[config.mk]
export PLATFORM = sky130hd
export DESIGN_NAME = pc_unit_flat
export DESIGN_NICKNAME = d
export VERILOG_FILES = /design/src/rtl/pc_pkg.sv /design/src/rtl/pc_unit_if.sv /design/src/rtl/pc_target_calc.sv /design/src/rtl/pc_unit.sv /design/src/flat_wrapper.sv
export SDC_FILE = /design/constraint.sdc
export NUM_CORES = 1
export LEC_CHECK = 0
export ABC_AREA = 1
export BUFFER_PORTS_ARGS = -buffer_cell sky130_fd_sc_hd__clkbuf_2
export CORE_ASPECT_RATIO = 0.6
export CORE_MARGIN = 2
export CORE_UTILIZATION = 45
export CTS_CLUSTER_DIAMETER = 80
export CTS_CLUSTER_SIZE = 20
export DETAILED_ROUTE_END_ITERATION = 10
export MAX_ROUTING_LAYER = met4
export PLACE_DENSITY = 0.75
export SLEW_MARGIN = 15
export SYNTH_ARGS = -nofsm -noshare
export SYNTH_HDL_FRONTEND = slang
export SYNTH_SLANG_ARGS = --single-unit
[constraint.sdc]
create_clock -name clk -period 2.5 [get_ports clk]
set_input_delay 0.5 -clock clk [delete_from_list [all_inputs] [get_ports clk]]
set_output_delay 0.5 -clock clk [all_outputs]
set_load 0.005 [all_outputs]
[src/rtl/pc_pkg.sv]
// Shared types and constants for the program-counter unit.
package pc_pkg;

    typedef enum logic [1:0] {
        PC_RUN   = 2'd0,
        PC_HALT  = 2'd1,
        PC_FAULT = 2'd2
    } pc_state_e;

    typedef enum logic [1:0] {
        SEL_PLUS4  = 2'd0,
        SEL_BRANCH = 2'd1,
        SEL_JAL    = 2'd2,
        SEL_JALR   = 2'd3
    } pc_sel_e;

    localparam logic [1:0] JUMP_JAL  = 2'b11;
    localparam logic [1:0] JUMP_JALR = 2'b01;

endpackage

[src/rtl/pc_unit_if.sv]
// Control/status bundle of pc_unit: slave = the unit, master = its driver.
interface pc_unit_if #(
    parameter int unsigned XLEN  = 32,
    parameter int unsigned CNT_W = 16
);
    logic              stall;
    logic              branch_taken;
    logic [1:0]        jump;
    logic [XLEN-1:0]   immediate;
    logic [XLEN-1:0]   alu_result;
    logic [XLEN-1:0]   pc;
    logic [XLEN-1:0]   pc_plus4;
    logic              pc_valid;
    logic              halted;
    logic              misalign_fault;
    logic [XLEN-1:0]   fault_addr;
    logic [CNT_W-1:0]  adv_count;

    modport slave (
        input  stall, branch_taken, jump, immediate, alu_result,
        output pc, pc_plus4, pc_valid, halted, misalign_fault, fault_addr, adv_count
    );

    modport master (
        output stall, branch_taken, jump, immediate, alu_result,
        input  pc, pc_plus4, pc_valid, halted, misalign_fault, fault_addr, adv_count
    );
endinterface

[src/rtl/pc_target_calc.sv]
// Next-PC selection plus misalign and halt-compare flags (combinational).
// PC_MISALIGN_TRAP_EN: keep raw target bits[1:0] and flag misalignment.
module pc_target_calc
    import pc_pkg::*;
#(
    parameter int unsigned     XLEN      = 32,
    parameter logic [XLEN-1:0] HALT_ADDR = 32'h0000_0080
) (
    input  logic [XLEN-1:0] pc_i,
    input  logic            branch_taken_i,
    input  logic [1:0]      jump_i,
    input  logic [XLEN-1:0] immediate_i,
    input  logic [XLEN-1:0] alu_result_i,
    output logic [XLEN-1:0] target_o,
    output logic            misalign_o,
    output logic            halt_hit_o
);
    pc_sel_e         sel;
    logic [XLEN-1:0] raw;

    always_comb begin
        sel = SEL_PLUS4;
        if (jump_i == JUMP_JALR)      sel = SEL_JALR;
        else if (jump_i == JUMP_JAL)  sel = SEL_JAL;
        else if (branch_taken_i)      sel = SEL_BRANCH;

        raw = pc_i + XLEN'(4);
        case (sel)
            SEL_JALR:            raw = alu_result_i & ~XLEN'(1);
            SEL_JAL, SEL_BRANCH: raw = pc_i + immediate_i;
            default:             raw = pc_i + XLEN'(4);
        endcase

`ifdef PC_MISALIGN_TRAP_EN
        target_o   = raw;
        misalign_o = |raw[1:0];
`else
        target_o   = raw & ~XLEN'(3);
        misalign_o = 1'b0;
`endif
        halt_hit_o = (target_o >= HALT_ADDR);
    end
endmodule

[src/rtl/pc_unit.sv]
// Program counter with RUN/HALT/FAULT state, saturating advance counter.
// PC_MISALIGN_TRAP_EN enables the misaligned-target FAULT state.
module pc_unit
    import pc_pkg::*;
#(
    parameter int unsigned     XLEN         = 32,
    parameter logic [XLEN-1:0] RESET_VECTOR = 32'h0000_0000,
    parameter logic [XLEN-1:0] HALT_ADDR    = 32'h0000_0080,
    parameter int unsigned     CNT_W        = 16
) (
    input  logic  clk,
    input  logic  rst,
    pc_unit_if.slave bus
);
    pc_state_e        state_q;
    logic [XLEN-1:0]  pc_q;
    logic [CNT_W-1:0] cnt_q;
    logic [XLEN-1:0]  target;
    logic             misalign;
    logic             halt_hit;
`ifdef PC_MISALIGN_TRAP_EN
    logic [XLEN-1:0]  fault_addr_q;
`endif

    pc_target_calc #(
        .XLEN      (XLEN),
        .HALT_ADDR (HALT_ADDR)
    ) u_calc (
        .pc_i           (pc_q),
        .branch_taken_i (bus.branch_taken),
        .jump_i         (bus.jump),
        .immediate_i    (bus.immediate),
        .alu_result_i   (bus.alu_result),
        .target_o       (target),
        .misalign_o     (misalign),
        .halt_hit_o     (halt_hit)
    );

    always_ff @(posedge clk) begin
        if (rst) begin
            state_q <= PC_RUN;
            pc_q    <= RESET_VECTOR;
            cnt_q   <= '0;
`ifdef PC_MISALIGN_TRAP_EN
            fault_addr_q <= '0;
`endif
        end else if (state_q == PC_RUN && !bus.stall) begin
            // Misalignment outranks the halt compare on the same target.
            if (misalign) begin
                state_q <= PC_FAULT;
`ifdef PC_MISALIGN_TRAP_EN
                fault_addr_q <= target;
`endif
            end else begin
                if (halt_hit) begin
                    state_q <= PC_HALT;
                    pc_q    <= HALT_ADDR;
                end else begin
                    pc_q    <= target;
                end
                if (cnt_q != '1) cnt_q <= cnt_q + CNT_W'(1);
            end
        end
    end

    assign bus.pc             = pc_q;
    assign bus.pc_plus4       = pc_q + XLEN'(4);
    assign bus.pc_valid       = (state_q == PC_RUN);
    assign bus.halted         = (state_q == PC_HALT);
    assign bus.misalign_fault = (state_q == PC_FAULT);
    assign bus.adv_count      = cnt_q;
`ifdef PC_MISALIGN_TRAP_EN
    assign bus.fault_addr     = fault_addr_q;
`else
    assign bus.fault_addr     = '0;
`endif
endmodule

[src/flat_wrapper.sv]
// flat-port wrapper written by rule: the top's interface ports become plain ports
module pc_unit_flat import pc_pkg::*;
#(
    parameter int unsigned     XLEN         = 32,
    parameter logic [XLEN-1:0] RESET_VECTOR = 32'h0000_0000,
    parameter logic [XLEN-1:0] HALT_ADDR    = 32'h0000_0080,
    parameter int unsigned     CNT_W        = 16
)
  (clk, rst, bus_stall, bus_branch_taken, bus_jump, bus_immediate, bus_alu_result, bus_pc, bus_pc_plus4, bus_pc_valid, bus_halted, bus_misalign_fault, bus_fault_addr, bus_adv_count);
  pc_unit_if #(.XLEN(XLEN), .CNT_W(CNT_W)) bus_i ();
  input  logic clk;
  input  logic rst;
  input wire logic [$bits(bus_i.stall)-1:0] bus_stall;
  input wire logic [$bits(bus_i.branch_taken)-1:0] bus_branch_taken;
  input wire logic [$bits(bus_i.jump)-1:0] bus_jump;
  input wire logic [$bits(bus_i.immediate)-1:0] bus_immediate;
  input wire logic [$bits(bus_i.alu_result)-1:0] bus_alu_result;
  output wire logic [$bits(bus_i.pc)-1:0] bus_pc;
  output wire logic [$bits(bus_i.pc_plus4)-1:0] bus_pc_plus4;
  output wire logic [$bits(bus_i.pc_valid)-1:0] bus_pc_valid;
  output wire logic [$bits(bus_i.halted)-1:0] bus_halted;
  output wire logic [$bits(bus_i.misalign_fault)-1:0] bus_misalign_fault;
  output wire logic [$bits(bus_i.fault_addr)-1:0] bus_fault_addr;
  output wire logic [$bits(bus_i.adv_count)-1:0] bus_adv_count;
  assign bus_i.stall = bus_stall;
  assign bus_i.branch_taken = bus_branch_taken;
  assign bus_i.jump = bus_jump;
  assign bus_i.immediate = bus_immediate;
  assign bus_i.alu_result = bus_alu_result;
  assign bus_pc = bus_i.pc;
  assign bus_pc_plus4 = bus_i.pc_plus4;
  assign bus_pc_valid = bus_i.pc_valid;
  assign bus_halted = bus_i.halted;
  assign bus_misalign_fault = bus_i.misalign_fault;
  assign bus_fault_addr = bus_i.fault_addr;
  assign bus_adv_count = bus_i.adv_count;
  pc_unit #(.XLEN(XLEN), .RESET_VECTOR(RESET_VECTOR), .HALT_ADDR(HALT_ADDR), .CNT_W(CNT_W)) u_core (.clk(clk), .rst(rst), .bus(bus_i));
endmodule
==> results list, run 1 <==
* Highest fanout seen on the critical path: 4
- Worst-case setup margin in the final layout: -0.007184 ns
- Fmax: 0.3989 GHz
- The floorplan step defined a core boundary enclosing 12730 µm².
- Max IR drop VDD: 318.0 µV
- Number of maximum-capacitance violations: 0
* Maximum number of buffers from clock root to sink: 2
- 185 I/O pins were placed.
* Num Clock Sinks: 47
* Final setup violation count: 1
* Global-route wire length before repair: 32840 µm
- Together, buffers and inverters on the worst path number 3.
- Final nets: 1392
* Switching power total: 716.6 µW
- The number of antenna violations at the first check in global routing is 0.
* Comb pwr share: 30.8%
* Post-synth EDFFs: 0
- Total power consumption of the routed design: 2.112 mW
* Failing checks: setup timing
- CTS tree: yes
- STA classifies the critical path startpoint as a flop.
- Using the TritonRoute via totals, the vias-per-cell ratio works out to 5.194.
- List of cells traversed by the critical path: ha_4 -> nand2_1 -> nand2_1 -> inv_1 -> nand2_2 -> a21oi_2 -> buf_4 -> nand3b_1 -> nand3_1 -> nand3_1 -> nor2_1 -> nand3_1 -> nor2_2 -> buf_4 -> nand4_1 -> a21oi_1
- Leaving out filler cells and counting taps, the final layout contains 1461.
- Pin count of the biggest net entering global routing: 34
- Net switching is 33.94% of the power.
- H-tree depth reported by CTS: 2
- The finished cells cover 8373 µm².
* Die height: 92.04 µm
* Clk slew on worst S/H paths: 0.07 ns
* Result of the run: finished, violations left
- At the end of the flow the core is filled with cells to 65.76%.
- Global route overflow: 0
- Final Routed Wirelength: 23290 µm
- Final GP Congestion: 1.015
* Hold WS: 0.4973 ns
- During placement, the flow inserted port buffers numbering 143.
- The smallest clock period supported by the final layout is computed as 2.507 ns.
* Final hold viol count: 0
- The most numerous cell type found on the critical path is nand3_1.
* Ant diodes: 0
- Yosys mapped the design onto 46 distinct sky130hd cell types.
* Critical Path End Type: flop
* Count of yosys warnings during synthesis: 0
- The clock reaches the later pin of the worst-skew pair after 0.29 ns.
- Internal power comes to 1.395 mW.
- Buffers inserted to repair hold after CTS numbered 0.
- Die area: 13870 µm²
- Cell class contributing the biggest share of worst-path delay: simple AND/OR/NAND/NOR gates
- Number of register bits inferred by synthesis: 47
- Violation count after the first detailed-route iteration: 716
* Total global routing track utilization: 31.70%
- Vias in the first global route: 6221
- Avg Synthesized Cell Area: 5.469 µm²
* Post-placement cell count: 1447
- The initialized floorplan defines 32 standard-cell rows.
* Sequential share of the synthesized area: 16.19%
- Dividing the detail-routed wire length by the instance count gives 15.94 µm.
- Synthesis produced a netlist whose cell count is 1063.
- Number of detailed-route iterations in the first pass: 5
* Fraction of final layout cells sized beyond drive strength 1: 35.94%
- Min-Delay Path Class: flop to flop
- For this configuration, the core starts out at a cell density of 45.66%.
* Pwr Density: 252.2 nW/µm²
- In this run the cell area of the synthesized design comes to 5813 µm².
* Proportion of synthesized flip-flops having asynchronous set or reset: 0%
- Data required time of the worst path: 2.70 ns
* RSZ-0062 raised after global routing: yes
- Fraction of power consumed by sequential logic: 36.1%
- Among all flip-flop cells after synthesis, the most frequent one is dfxtp_1.
- Antenna violation net count after detailed routing: 0
- Once detailed placement completed, the half-perimeter wirelength came to 18430 µm.
* Fill cell count: 1165
* Vias after detailed routing: 7588
- Worst-case clock skew: 0.005559 ns
- DRC: 0
* Kind of critical path: flop to flop
- Clock network fraction of total power: 33.1%
- Static power due to leakage: 4.402 nW
- Inserted Clock Buffers: 5
- WP data arrival: 2.71 ns
* Biggest cell delay along the critical path: 0.38 ns
- Period utilization: 100.3%
- Root Driver: clkbuf_16
- Once placement finished, the instance area stood at 7214 µm².
- Compared with the post-synthesis result, the final layout area differs by 44.04%.
- Among all stages on the critical path, the largest delay is contributed by dfxtp_4.
* Final number of max-transition violations: 0
* Die W: 150.7 µm
power groups by stage:
stage | registers, mW | logic [mW] | clock network, mW
floorplan | 0.791 | 0.328 | 0
CTS | 0.770 | 0.539 | 0.693
finish | 0.762 | 0.651 | 0.699
detailed placement | 0.786 | 0.526 | 0
global route | 0.763 | 0.706 | 0.725
global placement | 0.787 | 0.520 | 0
Yosys cell counts (all sizes together) (6+ instances only):
library cell	n	share of area [%]
clkbuf	11	0.73
buf	42	5.2
nand4	16	1.8
nor3	42	4.2
o21ai	19	1.6
a21boi	13	1.7
nand3b	6	0.77
nor2	104	7.6
nand3	81	7.1
xor2	12	1.8
nand2	387	25
a21oi	30	2.6
inv	189	12
dfxtp	47	16
ha	31	6.7
path summary, 6_finish.rpt:
check                                                     startpoint                                    to  slack, ns  cells after the start
worst min register to register  u_core.bus.adv_count[0]$_SDFFE_PP0P_  u_core.bus.adv_count[0]$_SDFFE_PP0P_       0.50                      1
worst max register to register        u_core.bus.pc[14]$_SDFFE_PP0P_         u_core.bus.pc[2]$_SDFFE_PP0P_     -0.007                     16
worst min-delay path            u_core.bus.adv_count[0]$_SDFFE_PP0P_  u_core.bus.adv_count[0]$_SDFFE_PP0P_       0.50                      1
worst max-delay path                  u_core.bus.pc[14]$_SDFFE_PP0P_         u_core.bus.pc[2]$_SDFFE_PP0P_     -0.007                     16
kinds of logic (layout without fill, tap and decap cells):
group | count (synthesis) | in the layout | synth area share [%]
buffers and inverters | 242 | 434 | 18.10
other | 1 | 37 | 0.06451
adders and majority gates | 32 | 32 | 7.017
xor gates and xnor gates | 14 | 14 | 2.109
DFF | 47 | 47 | 16.19
AOI/OAI and AO/OA | 78 | 78 | 8.028
and+or+nand+nor | 649 | 649 | 48.49
repair_timing:
action,in CTS,in global routing
endpoints found under the setup margin,11,17
gates cloned,0,0
gates resized for setup,23,210
pin swaps,3,57
setup buffers,2,4
sequential cells by signal, summed over array words and instances (netlist names):
name                  count
u_core.bus.adv_count     16
u_core.state_q            1
u_core.bus.pc            30
stage by stage:
step	TNS [ns]	setup WS [ns]
4_1_cts	0	0.003096
5_1_grt	-0.5273	-0.1360
3_5_place_dp	-2.011	-0.3058
3_3_place_gp	-1.497	-0.2311
6_report	-0.007184	-0.007184
2_1_floorplan	0	0.07448
placed cells by master, fill, tap and decap left out, drive strengths merged, types with 2 or more instances in the layout:
master   Yosys  routed
o21ai       19      19
o2111ai      2       2
nand2      387     387
conb         1      37
xor2        12      12
nand3b       6       6
ha          31      31
a21boi      13      13
a21oi       30      30
a22oi        3       3
clkbuf      11     148
and2         5       5
o21bai       2       2
o211ai       2       2
nor2       104     104
clkinv       0       2
a211oi       3       3
xnor2        2       2
nor3        42      42
nand3       81      81
or2          4       4
nand4       16      16
inv        189     190
nor3b        3       3
buf         42      94
dfxtp       47      47
layer usage:
layer | track usage [%] | part of all wire [%] | up-vias
met5 | - | 0 | -
met4 | 4.751 | 1.2 | 0
met3 | 5.423 | 12 | 22
met2 | 42.23 | 41 | 411
met1 | 49.59 | 46 | 3462
li1 | - | - | 3693
final cells by class:
type | instances | area [µm²] | area share, %
sequential | 47 | 1002 | 11.97
multi-input combinational | 810 | 4845 | 57.86
inverter | 189 | 709.4 | 8.473
timing repair buffer | 237 | 1456 | 17.39
tap | 170 | 212.7 | 2.540
clock inverter | 3 | 22.52 | 0.2690
clock buffer | 5 | 125.1 | 1.494
No activity file was read; power rests on OpenSTA's default activity.
==> run 2, diff against run 1 <==
Settings changed: SKIP_CTS_REPAIR_TIMING from default to 1.
==> results list, run 2 (synthesis gave the netlist of run 1 again) <==
* Result of the run: finished, violations left
- Failing checks: setup timing
- Total power for the finished layout comes to 2.104 mW.
- Worst setup path startpoint: u_core.bus.pc[16]$_SDFFE_PP0P_
- Once placement finished, the instance area stood at 7214 µm².
- In this run the critical register-to-register path is launched from u_core.bus.pc[16]$_SDFFE_PP0P_.
* Worst-case clock skew: 0.007472 ns
* Die W: 150.7 µm
- CTS built an H-tree with a depth of 2.
* Biggest cell delay along the critical path: 0.39 ns
- Aggregate negative setup slack: -0.1334 ns
- Kind of critical path: flop to flop
- After layout, the worst setup slack is -0.06237 ns.
- Final setup violation count: 4
* Die height: 92.04 µm
- Max FFs per register: 30
- Final hold viol count: 0
* Ant diodes: 0
- Relative slew slack: 66.10%
- The net count of the finished layout is 1394.
- Global routing finished with a remaining overflow of 0.
* Minimum period implied by the final worst setup slack: 2.562 ns
- Area added between synthesis and finish: 43.82%
* Final number of max-transition violations: 0
* Depth of the worst register-to-register path: 16
- Effective utilization at floorplan: 45.66%
- Initial antenna violation count: 0
* Master of the slowest instance on the critical path: dfxtp_4
* Wire length on met2: 9578 µm
* Period utilization: 102.5%
- In this run the critical register-to-register path is captured at u_core.bus.pc[2]$_SDFFE_PP0P_.
* # rows: 32
- Violation count after the first detailed-route iteration: 835
- The routed design has 23430 µm of wire.
* Post-route cell area: 8361 µm²
* Clock latency reported for the late side of the worst-skew pair: 0.29 ns
- At the end of routability-driven placement, the weighted congestion stood at 1.015.
- Maximum number of buffers from clock root to sink: 2
* Number of maximum-capacitance violations: 0
- The floorplan step defined a core boundary enclosing 12730 µm².
- Fmax: 0.3903 GHz
- Die area: 13870 µm²
- Count of placed standard cells in the final layout, fillers left out: 1463
- Uppermost metal layer occupied by signal nets: met4
- Ports placed on the boundary: 185
* Global-route wire length before repair: 32710 µm
- Total global routing track utilization: 31.54%
* Inserted Clock Buffers: 5
* Root Driver: clkbuf_16
- Once detailed placement completed, the half-perimeter wirelength came to 18430 µm.
- WP data arrival: 2.76 ns
- In this run the remaining antenna-violating nets after routing total 0.
* Sequential cell area in the final layout: 1002 µm²
* Highest fanout seen on the critical path: 4
* List of cells traversed by the critical path: buf_4 -> nand2_2 -> nor3_4 -> nand2_1 -> nor2_1 -> nand2_1 -> nand2_1 -> nand2_1 -> a21boi_1 -> nand2_1 -> nor2_1 -> nand2_2 -> nor2_4 -> buf_6 -> nand4_1 -> a21oi_1
* Met3 Wirelength: 3062 µm
- After detailed placement, the design holds a cell count of 1447.
* Worst slack, placed: -0.3058 ns
* DRC: 0
* Vias after detailed routing: 7649
- The clock drives 47 sinks.
* Critical Path End Type: flop
* Number of buffer cells added on primary ports: 143
* Pwr Density: 251.6 nW/µm²
- Worst Setup Start Kind: flop
- Drt via density: 5.228
- Min-Delay Path Class: flop to flop
* Fraction of final layout cells sized beyond drive strength 1: 35.65%
- Wire length per cell after detailed routing: 16.02 µm
- Commonest cells after routing, fill and taps aside: 327 x nand2_1, 177 x inv_1, 142 x clkbuf_2
- Fill cell count: 1166
* Transition time of the tightest slew-check pin: 0.5080 ns
- Max IR drop VDD: 316.1 µV
- Pin count of the biggest net entering global routing: 34
- The critical path ends at u_core.bus.pc[2]$_SDFFE_PP0P_.
- The worst register-to-register path has a setup slack of -0.06 ns.
- TritonCTS built the clock tree.
* Number of detailed-route iterations in the first pass: 5
- After clock tree synthesis, the clock-pin slew on the worst setup and hold paths is 0.07 ns.
* Leading cell type in the layout, fill and taps excluded: nand2_1
- Routed metal-1 wirelength: 10450 µm
- Most common cell on crit path: nand2_1
- Area used by multi-input combinational logic: 4813 µm²
- Vias in the first global route: 6176
* Data required time of the worst path: 2.70 ns
* RSZ-0062 raised after global routing: yes
- In this run the static leakage power is 4.398 nW.
run 2: cell count changes in the layout (fill, tap and decap cells not counted), sizes merged:
cell and delta:
buf +3, clkbuf -1
run 2: worst min-delay path by stage:
stage | depth (start not counted) | slack, ns | start | to
3_3_place_gp | 1 | 0.49 | u_core.bus.adv_count[0]$_SDFFE_PP0P_ | u_core.bus.adv_count[0]$_SDFFE_PP0P_
6_report | 1 | 0.50 | u_core.bus.adv_count[0]$_SDFFE_PP0P_ | u_core.bus.adv_count[0]$_SDFFE_PP0P_
2_1_floorplan | 1 | 0.47 | u_core.bus.adv_count[0]$_SDFFE_PP0P_ | u_core.bus.adv_count[0]$_SDFFE_PP0P_
3_5_place_dp | 1 | 0.49 | u_core.bus.adv_count[0]$_SDFFE_PP0P_ | u_core.bus.adv_count[0]$_SDFFE_PP0P_
4_1_cts | 1 | 0.51 | u_core.bus.adv_count[0]$_SDFFE_PP0P_ | u_core.bus.adv_count[0]$_SDFFE_PP0P_
5_1_grt | 1 | 0.54 | u_core.bus.adv_count[0]$_SDFFE_PP0P_ | u_core.bus.adv_count[0]$_SDFFE_PP0P_
run 2: power breakdown:
group,internal (mW),switching [mW],total [mW],leakage [nW]
Combinational,0.271,0.376,0.647,3.93
Sequential,0.747,0.0140,0.761,0.396
Clock,0.375,0.320,0.695,0.0742
run 2: layer usage:
metal  up-vias  global-route usage (%)
met3        38                   5.373
met4         0                   4.751
met5         -                       -
met2       452                   41.52
met1      3461                   49.77
li1       3698                       -
run 2: through the flow:
stage	hold slack, ns	utilization, %
final	0.4972	65.66
after CTS	0.5062	57.82
after global placement	0.4858	56.66
after floorplan	0.4735	-
after global routing	0.5369	65.66
after detailed placement	0.4855	56.66
run 2: cell type report:
cell class,instances,share of cell area (%)
clock buffer,5,1.497
clock inverter,3,0.2694
inverter,189,8.485
multi-input combinational,810,57.57
sequential,47,11.99
tap,170,2.544
timing repair buffer,239,17.64
run 2: critical path, delay by kind of cell (launching register included):
kind | cells | cell delay [ns]
buf+inv | 2 | 0.29
flops | 1 | 0.39
simple gates | 12 | 1.41
compound gates | 2 | 0.39
==> run 3, diff against run 2 <==
Settings changed: CTS_CLUSTER_DIAMETER 80 to default, PLACE_DENSITY 0.75 to 0.79, SKIP_CTS_REPAIR_TIMING 1 to default.
==> results list, run 3 (synthesis gave the netlist of run 1 again) <==
- The run finished, with violations left.
* Failing checks: setup timing
- Reg-to-reg setup timing slack: -0.03 ns
* Final setup violation count: 5
- Fraction of power consumed by sequential logic: 36.3%
* Period utilization: 101.3%
* Static power due to leakage: 4.394 nW
- HPWL reported at the end of detailed placement: 18090 µm
* Wire length per cell after detailed routing: 16.18 µm
* Ant diodes: 0
- Summed over all nets, the switching power comes to 706.3 µW.
* # rows: 32
- Drt via density: 5.263
- Clock network fraction of total power: 34.4%
* Die W: 150.7 µm
* WP data arrival: 2.77 ns
- Area added between synthesis and finish: 41.80%
- Switching portion of total power: 33.68%
- The first detailed-routing pass took 7 iterations.
- Worst setup endpoint: u_core.bus.pc[4]$_SDFFE_PP0P_
- The routed design could run at a clock period as short as 2.532 ns.
* Initial antenna violation count: 0
* Clk slew on worst S/H paths: 0.08 ns
- Port buffering added 143 buffers.
* Reg-to-Reg End: u_core.bus.pc[4]$_SDFFE_PP0P_
- After the last flow step, the layout net total stands at 1392.
- The most critical setup path has its startpoint at u_core.bus.pc[12]$_SDFFE_PP0P_.
* H-tree depth reported by CTS: 2
- Of the cells placed in the final design, the portion with a size suffix greater than 1 is 32.46%.
- In this run, the combinational gates consume 29.3% of the power.
- Worst Setup Start Kind: flop
- CTS saw 47 sinks.
* Leading cell type in the layout, fill and taps excluded: nand2_1
* Final hold viol count: 0
- The placed instances occupy a cell area of 7169 µm².
- After detailed routing, the number of remaining DRC violations is 0.
* Die area: 13870 µm²
- Root Driver: clkbuf_16
* Pin count of the biggest net entering global routing: 34
- Final Routed Wirelength: 23650 µm
- Measured on the finished design, the core utilization comes to 64.74%.
* Data required time of the worst path: 2.73 ns
- The congestion estimate from routability-driven global placement came to 1.012.
- For the pin with the worst max-slew slack, the measured transition is 0.5375 ns.
* Vias after detailed routing: 7689
- Vias in the first global route: 6389
* Number of maximum-capacitance violations: 0
* Highest fanout seen on the critical path: 5
- Min-Delay Path Class: flop to flop
- Antenna violation net count after detailed routing: 0
* Commonest cells after routing, fill and taps aside: 354 x nand2_1, 180 x inv_1, 143 x clkbuf_2
- Worst slack, placed: -0.2616 ns
- Max FFs per register: 30
* Core region area: 12730 µm²
- The worst pin sits at a relative slew slack of 64.17%.
- Timing would allow up to 0.3950 GHz.
* Kind of critical path: flop to flop
* Internal power of the cells: 1.390 mW
- The total count of max-transition violations in the final report was 0.
- The longest clock path from root to sink contains 2 buffers.
- Fill cells in the final layout number 1156.
- For the worst-skew pair, the clock arrives at the later sink with an insertion delay of 0.30 ns.
- TritonCTS built the clock tree.
- RSZ-0062 raised after global routing: yes
* Aggregate negative setup slack: -0.09477 ns
* Worst-case clock skew: 0.009477 ns
- The number of clock buffers added by TritonCTS is 5.
- Total power for the finished layout comes to 2.097 mW.
* Critical Path End Type: flop
* Global route overflow: 0
- Global routing used 31.80% of the available tracks across all layers.
- The detailed router finished its first iteration with 769 violations.
- Pwr Density: 254.4 nW/µm²
* Worst-case setup margin in the final layout: -0.03183 ns
- Post-route cell area: 8243 µm²
- Depth of the worst register-to-register path: 16
- Max IR drop VDD: 282.3 µV
* Ports placed on the boundary: 185
- In this run the vertical extent of the chip is 92.04 µm.
- Effective utilization at floorplan: 45.66%
- Global-route wire length before repair: 33130 µm
- The worst register-to-register path begins at u_core.bus.pc[12]$_SDFFE_PP0P_.
[run 3: cell count changes in the layout (fill, tap and decap cells not counted), moves of 3 or more]
cell and change:
nor2_2 -9, nand2_1 +27, nor2_1 +7, inv_1 +3, nand3_2 +3, inv_2 -4, nand2_2 -28, nand3_4 -3
[run 3: stage by stage]
stage	std cells	hold slack, ns
after detailed placement	1441	0.4809
after global routing	1461	0.5352
after floorplan	1099	0.4735
after CTS	1449	0.4994
final	1461	0.4926
after global placement	1441	0.4738
[run 3: what timing repair did]
action                     4_1_cts  5_1_grt
buffers inserted                 0       12
pin swaps                        0       35
hold buffers                     0        0
setup endpoints to repair        8       21
resized for setup               15      169
[run 3: critical path, cell delays in order, from the launching register on]
cell      delay (ns)
dfxtp_4         0.41
buf_6           0.13
nand2_1         0.10
nor3_4          0.27
buf_4           0.15
nand3_2         0.06
nand2_1         0.08
nand2_1         0.14
a21boi_0        0.24
nand2_1         0.08
nor2_1          0.11
nand3_1         0.11
nor2_2          0.16
nand3_2         0.12
nand2_4         0.11
nand2_4         0.06
nor2_2          0.11
[run 3: worst min-delay path by stage]
stage          slack (ns)  depth (start not counted)                                    to                                 start
6_report             0.49                          1  u_core.bus.adv_count[0]$_SDFFE_PP0P_  u_core.bus.adv_count[0]$_SDFFE_PP0P_
5_1_grt              0.54                          2        u_core.state_q[0]$_SDFFE_PP0P_        u_core.state_q[0]$_SDFFE_PP0P_
4_1_cts              0.50                          1  u_core.bus.adv_count[0]$_SDFFE_PP0P_  u_core.bus.adv_count[0]$_SDFFE_PP0P_
3_5_place_dp         0.48                          1  u_core.bus.adv_count[0]$_SDFFE_PP0P_  u_core.bus.adv_count[0]$_SDFFE_PP0P_
3_3_place_gp         0.47                          1  u_core.bus.adv_count[0]$_SDFFE_PP0P_  u_core.bus.adv_count[0]$_SDFFE_PP0P_
2_1_floorplan        0.47                          1  u_core.bus.adv_count[0]$_SDFFE_PP0P_  u_core.bus.adv_count[0]$_SDFFE_PP0P_
[run 3: power groups by stage]
| stage | registers, mW | logic, mW | clock network, mW |
|---|---|---|---|
| after floorplan | 0.791 | 0.328 | 0 |
| after detailed placement | 0.787 | 0.514 | 0 |
| after CTS | 0.770 | 0.520 | 0.710 |
| after global routing | 0.764 | 0.668 | 0.740 |
| final | 0.762 | 0.614 | 0.721 |
| after global placement | 0.787 | 0.510 | 0 |
[run 3: layout make-up]
cell class              count  area (µm²)  area share [%]
well taps                 170       212.7           2.580
clock buffers               5       125.1           1.518
inverters                 189       713.2           8.652
clock inverters             3       28.78          0.3491
repair buffers            237        1456           17.67
multi-input cells         810        4707           57.10
flip-flops and latches     47       999.7           12.13
[run 3: layer usage]
metal	part of all wire, %	vias to the layer above	track usage [%]
li1	-	3694	-
met5	0	-	-
met2	42	448	43.33
met1	43	3487	49.14
met4	1.9	0	5.607
met3	13	60	4.726
